--- config.mk ---
export PLATFORM = sky130hd
export DESIGN_NAME = crack_scheduler
export DESIGN_NICKNAME = d
export VERILOG_FILES = /design/src/rtl/crack_scheduler.sv
export SDC_FILE = /design/constraint.sdc
export NUM_CORES = 1
export LEC_CHECK = 0
export ABC_AREA = 1
export CORE_MARGIN = 2
export CORE_UTILIZATION = 38
export CTS_BUF_LIST = sky130_fd_sc_hd__clkbuf_8
export DETAILED_ROUTE_END_ITERATION = 8
export GPL_TIMING_DRIVEN = 0
export PLACE_DENSITY = 0.8
export SETUP_SLACK_MARGIN = 0.4
export SLEW_MARGIN = 20
export SYNTH_ARGS = -nofsm -noshare
export SYNTH_HDL_FRONTEND = slang
export SYNTH_SLANG_ARGS = --single-unit
--- constraint.sdc ---
create_clock -name clock -period 1.7 [get_ports clock]
set_input_delay 0.34 -clock clock [delete_from_list [all_inputs] [get_ports clock]]
set_output_delay 0.34 -clock clock [all_outputs]
set_load 0.01 [all_outputs]
--- src/rtl/crack_scheduler.sv ---
// crack_scheduler
//
// Shares the RC4 key search across NUM_CORES cracking cores. Fixed-size key
// chunks are handed to requesting cores in round-robin order. The first hit
// report latches the winning key and halts every core. If the key space runs
// out with no hit, the block reports not_found.
//
// Optional build macro: CRACK_SCHED_STATS_EN
//   When defined, two extra outputs exist:
//     chunks_issued - saturating grant counter
//     hit_core      - index of the winning core
//
// Ports
//   clock, reset   rising-edge clock; synchronous active-high reset
//   start          launch a search (honoured in IDLE, FOUND, NOT_FOUND)
//   core_req       per-core chunk request, held until granted
//   core_busy      per-core "working a chunk"
//   core_hit       per-core single-cycle hit pulse
//   core_key       packed per-core keys, 24 bits each, valid with core_hit
//   core_grant     one-hot, one-cycle grant pulse
//   chunk_base     first key of the granted chunk (valid with core_grant)
//   chunk_end      last key of the granted chunk, inclusive
//   halt           stop all cores
//   found          sticky: key cracked
//   not_found      sticky: key space exhausted
//   found_key      winning key, valid while found
//   display_key    next undispatched chunk base, saturated at MAX_KEY
//   busy           high while dispatching or draining
//   chunks_issued  (stats build only) number of grants issued
//   hit_core       (stats build only) index of the winning core
module crack_scheduler #(
  parameter int unsigned NUM_CORES  = 4,
  parameter logic [23:0] CHUNK_SIZE = 24'h01_00_00,
  parameter logic [23:0] MIN_KEY    = 24'h00_00_00,
  parameter logic [23:0] MAX_KEY    = 24'h3F_FF_FF
) (
  input  logic                    clock,
  input  logic                    reset,
  input  logic                    start,
  input  logic [NUM_CORES-1:0]    core_req,
  input  logic [NUM_CORES-1:0]    core_busy,
  input  logic [NUM_CORES-1:0]    core_hit,
  input  logic [24*NUM_CORES-1:0] core_key,
  output logic [NUM_CORES-1:0]    core_grant,
  output logic [23:0]             chunk_base,
  output logic [23:0]             chunk_end,
  output logic                    halt,
  output logic                    found,
  output logic                    not_found,
  output logic [23:0]             found_key,
  output logic [23:0]             display_key,
  output logic                    busy
`ifdef CRACK_SCHED_STATS_EN
  ,
  output logic [15:0]             chunks_issued,
  output logic [2:0]              hit_core
`endif
);

  typedef enum logic [2:0] {
    S_IDLE,
    S_DISPATCH,
    S_DRAIN,
    S_FOUND,
    S_NOT_FOUND
  } state_t;

  // Clamp a 25-bit key position to the top of the search range.
  function automatic logic [23:0] sat_key(input logic [24:0] v);
    return (v > {1'b0, MAX_KEY}) ? MAX_KEY : v[23:0];
  endfunction

  function automatic logic [15:0] sat_inc16(input logic [15:0] v);
    return (v == 16'hFFFF) ? v : v + 16'd1;
  endfunction

  state_t                 state_q, state_d;
  // One bit wider than a key so the chunk after the last one cannot wrap to 0.
  logic [24:0]            next_base_q, next_base_d;
  logic [2:0]             rr_ptr_q, rr_ptr_d;

  logic [NUM_CORES-1:0]   grant_d;
  logic [23:0]            chunk_base_d, chunk_end_d, found_key_d, display_d;
  logic                   halt_d, found_d, not_found_d, busy_d;

  logic [NUM_CORES-1:0]   req_eff;
  logic                   win_vld;
  logic [2:0]             win_idx;
  logic [NUM_CORES-1:0]   win_oh;
  logic                   hit_vld;
  logic [23:0]            hit_key;
  logic [24:0]            nb_inc;
  logic [3:0]             win_next;

`ifdef CRACK_SCHED_STATS_EN
  logic [15:0]            chunks_d;
  logic [2:0]             hit_idx;
  logic [2:0]             hit_core_d;
`endif

  // Round-robin arbiter and hit priority encoder
  always_comb begin
    // A core is still holding req during its own grant cycle; ignore it there.
    req_eff = core_req & ~core_grant;
    win_vld = 1'b0;
    win_idx = 3'd0;
    win_oh  = '0;
    // Second loop overrides the first, so cores at or after rr_ptr win over
    // the wrapped-around ones; descending order leaves the lowest index.
    for (int i = NUM_CORES - 1; i >= 0; i--) begin
      if (req_eff[i] && (i < int'(rr_ptr_q))) begin
        win_vld   = 1'b1;
        win_idx   = 3'(i);
        win_oh    = '0;
        win_oh[i] = 1'b1;
      end
    end
    for (int i = NUM_CORES - 1; i >= 0; i--) begin
      if (req_eff[i] && (i >= int'(rr_ptr_q))) begin
        win_vld   = 1'b1;
        win_idx   = 3'(i);
        win_oh    = '0;
        win_oh[i] = 1'b1;
      end
    end

    hit_vld = 1'b0;
    hit_key = 24'd0;
`ifdef CRACK_SCHED_STATS_EN
    hit_idx = 3'd0;
`endif
    for (int i = NUM_CORES - 1; i >= 0; i--) begin
      if (core_hit[i]) begin
        hit_vld = 1'b1;
        hit_key = core_key[24*i +: 24];
`ifdef CRACK_SCHED_STATS_EN
        hit_idx = 3'(i);
`endif
      end
    end

    nb_inc   = next_base_q + {1'b0, CHUNK_SIZE};
    win_next = {1'b0, win_idx} + 4'd1;
  end

  // Next-state and registered-output logic
  always_comb begin
    state_d      = state_q;
    next_base_d  = next_base_q;
    rr_ptr_d     = rr_ptr_q;
    grant_d      = '0;
    chunk_base_d = chunk_base;
    chunk_end_d  = chunk_end;
    halt_d       = halt;
    found_d      = found;
    not_found_d  = not_found;
    found_key_d  = found_key;
    display_d    = display_key;
`ifdef CRACK_SCHED_STATS_EN
    chunks_d     = chunks_issued;
    hit_core_d   = hit_core;
`endif

    case (state_q)
      S_IDLE, S_FOUND, S_NOT_FOUND: begin
        if (start) begin
          state_d     = S_DISPATCH;
          next_base_d = {1'b0, MIN_KEY};
          display_d   = MIN_KEY;
          halt_d      = 1'b0;
          found_d     = 1'b0;
          not_found_d = 1'b0;
`ifdef CRACK_SCHED_STATS_EN
          chunks_d    = 16'd0;
`endif
        end
      end

      S_DISPATCH, S_DRAIN: begin
        if (hit_vld) begin
          // A hit wins over any grant in the same cycle.
          state_d     = S_FOUND;
          found_d     = 1'b1;
          halt_d      = 1'b1;
          found_key_d = hit_key;
`ifdef CRACK_SCHED_STATS_EN
          hit_core_d  = hit_idx;
`endif
        end else if (state_q == S_DISPATCH) begin
          if (win_vld) begin
            grant_d      = win_oh;
            chunk_base_d = next_base_q[23:0];
            chunk_end_d  = sat_key(next_base_q + {1'b0, CHUNK_SIZE} - 25'd1);
            next_base_d  = nb_inc;
            display_d    = sat_key(nb_inc);
            rr_ptr_d     = (win_next == 4'(NUM_CORES)) ? 3'd0 : win_next[2:0];
`ifdef CRACK_SCHED_STATS_EN
            chunks_d     = sat_inc16(chunks_issued);
`endif
            if (nb_inc > {1'b0, MAX_KEY}) begin
              state_d = S_DRAIN;
            end
          end
        end else begin
          // A grant still on the wire means that core has not raised busy yet.
          if ((core_busy == '0) && (core_grant == '0)) begin
            state_d     = S_NOT_FOUND;
            not_found_d = 1'b1;
            halt_d      = 1'b1;
          end
        end
      end

      default: state_d = S_IDLE;
    endcase

    busy_d = (state_d == S_DISPATCH) || (state_d == S_DRAIN);
  end

  always_ff @(posedge clock) begin
    if (reset) begin
      state_q     <= S_IDLE;
      next_base_q <= {1'b0, MIN_KEY};
      rr_ptr_q    <= 3'd0;
      core_grant  <= '0;
      chunk_base  <= 24'd0;
      chunk_end   <= 24'd0;
      halt        <= 1'b0;
      found       <= 1'b0;
      not_found   <= 1'b0;
      found_key   <= 24'd0;
      display_key <= MIN_KEY;
      busy        <= 1'b0;
`ifdef CRACK_SCHED_STATS_EN
      chunks_issued <= 16'd0;
      hit_core      <= 3'd0;
`endif
    end else begin
      state_q     <= state_d;
      next_base_q <= next_base_d;
      rr_ptr_q    <= rr_ptr_d;
      core_grant  <= grant_d;
      chunk_base  <= chunk_base_d;
      chunk_end   <= chunk_end_d;
      halt        <= halt_d;
      found       <= found_d;
      not_found   <= not_found_d;
      found_key   <= found_key_d;
      display_key <= display_d;
      busy        <= busy_d;
`ifdef CRACK_SCHED_STATS_EN
      chunks_issued <= chunks_d;
      hit_core      <= hit_core_d;
`endif
    end
  end

endmodule

## Word level (Yosys, flattened, before mapping)

Cells that the tools add are included.

- Bits in registers: 135
- Input port bits: 111
- Word-level logic and storage cells: 137

- Add/subtract/negate cells: 3
- Magnitude comparators: 10
- Equal/unequal tests: 16
- Muxes and demuxes: 61
- Bitwise logic cells: 6
- Reductions and logical operators: 26

Operator list:

| kind | count |
|---|---|
| 24-bit 2-to-1 mux | 10 |
| 25-bit 2-to-1 mux | 4 |
| 25-bit by 22-bit greater-than comparator with 1-bit output (second input constant) | 2 |
| 25-bit one-hot mux with 2 select lines | 1 |
| 24-bit one-hot mux with 2 select lines | 1 |
| 3-bit 2-to-1 mux | 15 |
| 25-bit by 17-bit adder with 25-bit output (second input constant) | 1 |
| 25-bit by 1-bit subtractor with 25-bit output (second input constant) | 1 |
| 4-bit 2-to-1 mux | 5 |
| 1-bit 2-to-1 mux | 19 |
| 2-bit != test (second input constant) | 7 |
| 5-bit AND reduction | 2 |
| 3-bit by 2-bit equality test with 1-bit output (second input constant) | 3 |
| 1-bit logical AND | 9 |
| 4-bit zero test | 2 |
| 4-bit AND reduction | 2 |
| 8-bit OR reduction | 1 |
| 7-bit OR reduction | 1 |
| 3-bit by 1-bit equality test with 1-bit output (second input constant) | 2 |
| 1-bit by 3-bit >= comparator with 1-bit output (first input constant) | 2 |
| 2-bit by 3-bit >= comparator with 1-bit output (first input constant) | 2 |
| 1-bit by 3-bit < comparator with 1-bit output (first input constant) | 2 |
| 2-bit by 3-bit < comparator with 1-bit output (first input constant) | 2 |
| 3-bit != test (second input constant) | 2 |
| other kinds (18) | 24 |

## Longest topological paths before layout

- Depth in word-level cells: 17
- Depth in mapped cells: 15
- Mapped depth without buffers: 14

## Least setup slack after synthesis

Ideal clock, no wire load.

- Path type: reg-to-reg
- Start point: reg next_base_q[16]
- End point: reg chunk_end[17]
- Library setup time: 0.056 ns
- Data arrival time: 1.840 ns
- Required time: 1.644 ns
- Slack: -0.195 ns
- Stages on the path, launching flop included: 13
- Buffers on the path: 0
- Clock period less this slack: 1.895 ns
- Cell sequence: dfxtp_1 -> inv_2 -> ha_1 -> ha_1 -> nor3_1 -> nand2_1 -> nor2_1 -> nand2_1 -> nor2_2 -> nor2_4 -> nand4_1 -> nand2_1 -> inv_1

- Word-level cells in the longest chain between the ends: 4

RTL lines:

| item | RTL line | source |
|---|---|---|
| from (decl) | 79 | `logic [24:0] next_base_q, next_base_d;` |
| from (signal assigned) | 223 | `next_base_q <= {1'b0, MIN_KEY};` |
| from (signal assigned) | 240 | `next_base_q <= next_base_d;` |
| 25-bit by 17-bit adder with 25-bit output * | 193 | `chunk_end_d = sat_key(next_base_q + {1'b0, CHUNK_SIZE} - 25'd1);` |
| 25-bit by 1-bit subtractor with 25-bit output * | 193 |  |
| 25-bit by 22-bit greater-than comparator with 1-bit output | 70 | `return (v > {1'b0, MAX_KEY}) ? MAX_KEY : v[23:0];` |
| 24-bit 2-to-1 mux * | 70 |  |
| to (signal assigned) | 244 | `chunk_end <= chunk_end_d;` |
| to (decl) | 46 | `output logic [23:0] chunk_end,` |

Every way passes the cells marked *; elsewhere a longest branch is shown, timed or not.
A chain may end at the register's enable or synchronous reset.

## Worst setup path after layout

- Start point: reg next_base_q[17]
- End point: reg busy

- Word-level cells in the longest chain between the ends: 9
- Elaborated cells on any way between the ends: 10
- Classes of those cells: add/sub (1); order compare (1); eq/ne (2); mux (5); reduce/logical (1)

RTL lines:

| item | RTL line | source |
|---|---|---|
| 25-bit by 17-bit adder with 25-bit output * | 142 | `nb_inc = next_base_q + {1'b0, CHUNK_SIZE};` |
| 25-bit by 22-bit greater-than comparator with 1-bit output * | 200 | `if (nb_inc > {1'b0, MAX_KEY}) begin` |
| 3-bit 2-to-1 mux * | 200 |  |
| 3-bit 2-to-1 mux * | 190 | `if (win_vld) begin` |
| 3-bit 2-to-1 mux * | 189 | `end else if (state_q == S_DISPATCH) begin` |
| 3-bit 2-to-1 mux * | 180 | `if (hit_vld) begin` |
| 3-bit one-hot mux with 2 select lines * | 164 | `case (state_q)` |
| 3-bit by 1-bit equality test with 1-bit output or 3-bit by 2-bit equality test with 1-bit output (tied branches) | 217 | `busy_d = (state_d == S_DISPATCH) \|\| (state_d == S_DRAIN);` |
| 1-bit logical OR * | 217 |  |
| to (signal assigned) | 250 | `busy <= busy_d;` |
| to (decl) | 52 | `output logic busy` |

Marked as above.

==> key figures <==
Synth
  – Syn avg cell area: 6.68 sq um
  – Synth cell types: 38
  – Mapped Cells: 643
  – Synth Area in Adders: 1.46%
  – Main combinational cell family by area after synthesis: simple AND/OR/NAND/NOR gates
  – Cell Area, Synth: 4290 sq um
  – Synth top area cells: dfxtp_1, nand2_1, buf_4, nor2_1, a31oi_1
  – Synth Area in Simple Gates: 30.4%
  – Flop and latch count out of synthesis: 73
  – XOR/XNOR Fraction of Synth Area: 0.787%
  – Synth top area share: 34.0%
  – Area leader, netlist: dfxtp_1
  – Seq/Total Area, Yosys: 34.0%
  – Synth Area in Compound Gates: 17.5%
  – Proportion of synthesized area in mux cells: 0%
  – Ys Warns: 0

Pwr
  – Power Density: 712 nW/um^2
  – Overall Power: 6060 uW
  – Maximum vdd drop: 0.445 mV
  – Leak pwr: 0.00378 uW

Timing
  – Hold WS: 399 ps
  – Max-slew headroom: 51.2%
  – Tmin final: 1950 ps
  – Setup-failing EPs final: 44
  – Final setup margin: -246 ps
  – Max Fclk: 514 MHz
  – Max Slew Vio Count: 0
  – Clock Skew: 17.6 ps
  – Worst slew pin tran: 733 ps
  – Fin. Hold Viols: 0
  – RSZ-0062 raised after global routing: true
  – Crit share post-route: 114%

Status
  – Failing checks: setup timing
  – Outcome: complete, but fails checks

Clocking
  – H-tree depth: 3
  – TritonCTS Buffers: 9
  – CTS tree: done
  – Clock buffer depth: 2
  – Clock Pin Slew Worst Setup and Hold Paths: 90 ps
  – Hold-fix buffers, CTS: 0
  – Worst skew pair latency: 360 ps
  – Sink Count: 73
  – CTS root buffer: clkbuf_8

Layout
  – Utilization after layout: 77.9%
  – Antenna Cells: 0
  – Post-Layout Cell Count: 1,091
  – Most frequent cells in the layout: nand2_1, clkdlybuf4s50_1, buf_6, buf_4, nor2_1
  – Area Overhead vs Synth: 98.5%
  – Layout Nets: 1,062
  – Layout cells sized above 1: 48.3%
  – Commonest non-fill, non-tap cell in the layout: nand2_1

Die
  – Boundary Pins: 215
  – Number of cell rows: 38
  – Die Span Y: 110 microns
  – Die area: 12,200 sq um
  – Die W: 110 microns
  – Initial Utilization: 39.3%
  – Core ar.: 10,900 sq um

Route
  – Vias/cell: 5.12
  – DRC Markers: 0
  – DRT iter0 DRCs: 300
  – Routed Antenna Nets: 0
  – Via count: 5,587
  – Aggregate routed wire length: 18,800 microns
  – DR WL/cell: 17.2 microns
  – DR pass1 iterations: 8

GRT
  – M1 GR Usage: 30.0%
  – First-pass GRT wire length: 25,600 microns
  – Vias in the first global route: 5,333
  – Global route overflow: 0
  – Gr busiest metal: met2
  – Largest net degree at the start of global routing: 14
  – Initial antenna violation count: 0
  – GRT Util Overall: 26.8%
  – Met3 usage in global routing: 4.94%
  – Grt met2 use: 50.0%

Min path
  – Worst Hold Class: primary input to flip-flop

Place
  – Dpl hpwl: 10,600 microns
  – Port bufs: 196
  – Placed cells: 994
  – RePlAce Congestion: 0.887

Critical path
  – Critical path capture point type: flip-flop
  – Max FO, Critical Path: 7
  – Reg2Reg Setup Slack: -250 ps
  – Req. time, crit path: 1940 ps
  – Setup crit start kind: flip-flop
  – Critical Path AT: 2190 ps
  – Setup CP Type: flip-flop to flip-flop

Run
  – Max Cap Viol: 0
## final cells by class
cell class	instances	area [sq um]
Buffer	73	701
Clock buffer	10	138
Clock inverter	6	41.3
Fill cell	732	2410
Inverter	55	251
Multi-Input combinational cell	457	3050
Sequential cell	73	1520
Tap cell	140	175
Timing Repair Buffer	276	2630
Timing Repair inverter	1	3.75
## metrics by stage
stage / setup WS [ps] / cell area [sq um] / TNS (ps)
floorplan: 32.6 / 4550 / 0
global placement: -622 / 6690 / -26030
detailed placement: -637 / 6690 / -27670
CTS: -79.4 / 8060 / -424
global route: -332 / 8520 / -8020
finish: -246 / 8520 / -5260
## state kept, by name, indices dropped and copies added, names as in the netlist, 3 cells and up
register     cells
found_key       24
next_base_q      9
state_q          3
core_grant       4
chunk_base       8
display_key      9
rr_ptr_q         3
chunk_end        9
## cells by family after synthesis
kind of cell             count (synthesis)
XOR/XNOR                                 3
AO/OA/AOI/OAI                          130
flip-flops                              73
other                                    1
buffers and inverters                  128
AND/OR/NAND/NOR                        303
adder cells (fa/ha/maj)                  5
## what timing repair did
action,CTS,global route
buffers inserted,51,25
setup endpoints to repair,161,151
gates resized for setup,486,194
pin swaps,42,41
gates cloned,5,0
## worst max-delay path: stages, from the launching register on
cell and delay (ps):
dfxtp_4 430, ha_4 220, nand2_8 90, buf_6 130
nor2_4 80, nand2_1 50, nand2_1 100, nand2_2 110
nand3_4 90, nand3_1 90, nand2_1 70, nand2_1 70
nand2_1 90, nand2_1 60, nand2_1 80, nor2_1 50
## worst paths after layout
kind,startpoint,depth (start not counted),end
worst max-delay path,next_base_q[17]$_SDFFE_PP0P_,15,busy$_SDFF_PP0_
worst min register to register,chunk_end[22]$_SDFFE_PP0P_,2,chunk_end[22]$_SDFFE_PP0P_
worst min-delay path,core_hit[2],5,found_key[23]$_SDFFE_PP0P_
worst max register to register,next_base_q[17]$_SDFFE_PP0P_,15,busy$_SDFF_PP0_
## power by group
part | switching (uW) | leakage (uW) | total (uW) | internal, uW
Sequential | 156 | 0.000612 | 2110 | 1950
Combinational | 1400 | 0.00309 | 2650 | 1250
Clock | 740 | 0.0000847 | 1310 | 570
Total | 2300 | 0.00378 | 6060 | 3770
## metal layers
| metal | vias up | share of wire [%] |
|---|---|---|
| li1 | 2666 | - |
| met1 | 2513 | 36 |
| met2 | 322 | 52 |
| met3 | 86 | 7.3 |
| met4 | 0 | 4.9 |
| met5 | - | 0 |
## synthesized netlist by cell type (all sizes together)
library cell	instances
clkbuf	21
or2	1
o211a	1
and2	2
nand4	9
buf	52
conb	1
ha	5
o21ai	37
nand3b	1
o22ai	24
inv	54
nand2	164
nand3	25
dfxtp	73
a211oi	2
xor2	1
nor2	97
o21a	6
clkinv	1
xnor2	2
o21bai	2
o31ai	1
nor4	1
nor3	3
a31oi	31
a21oi	26
Power figures use the tool's default switching activity.
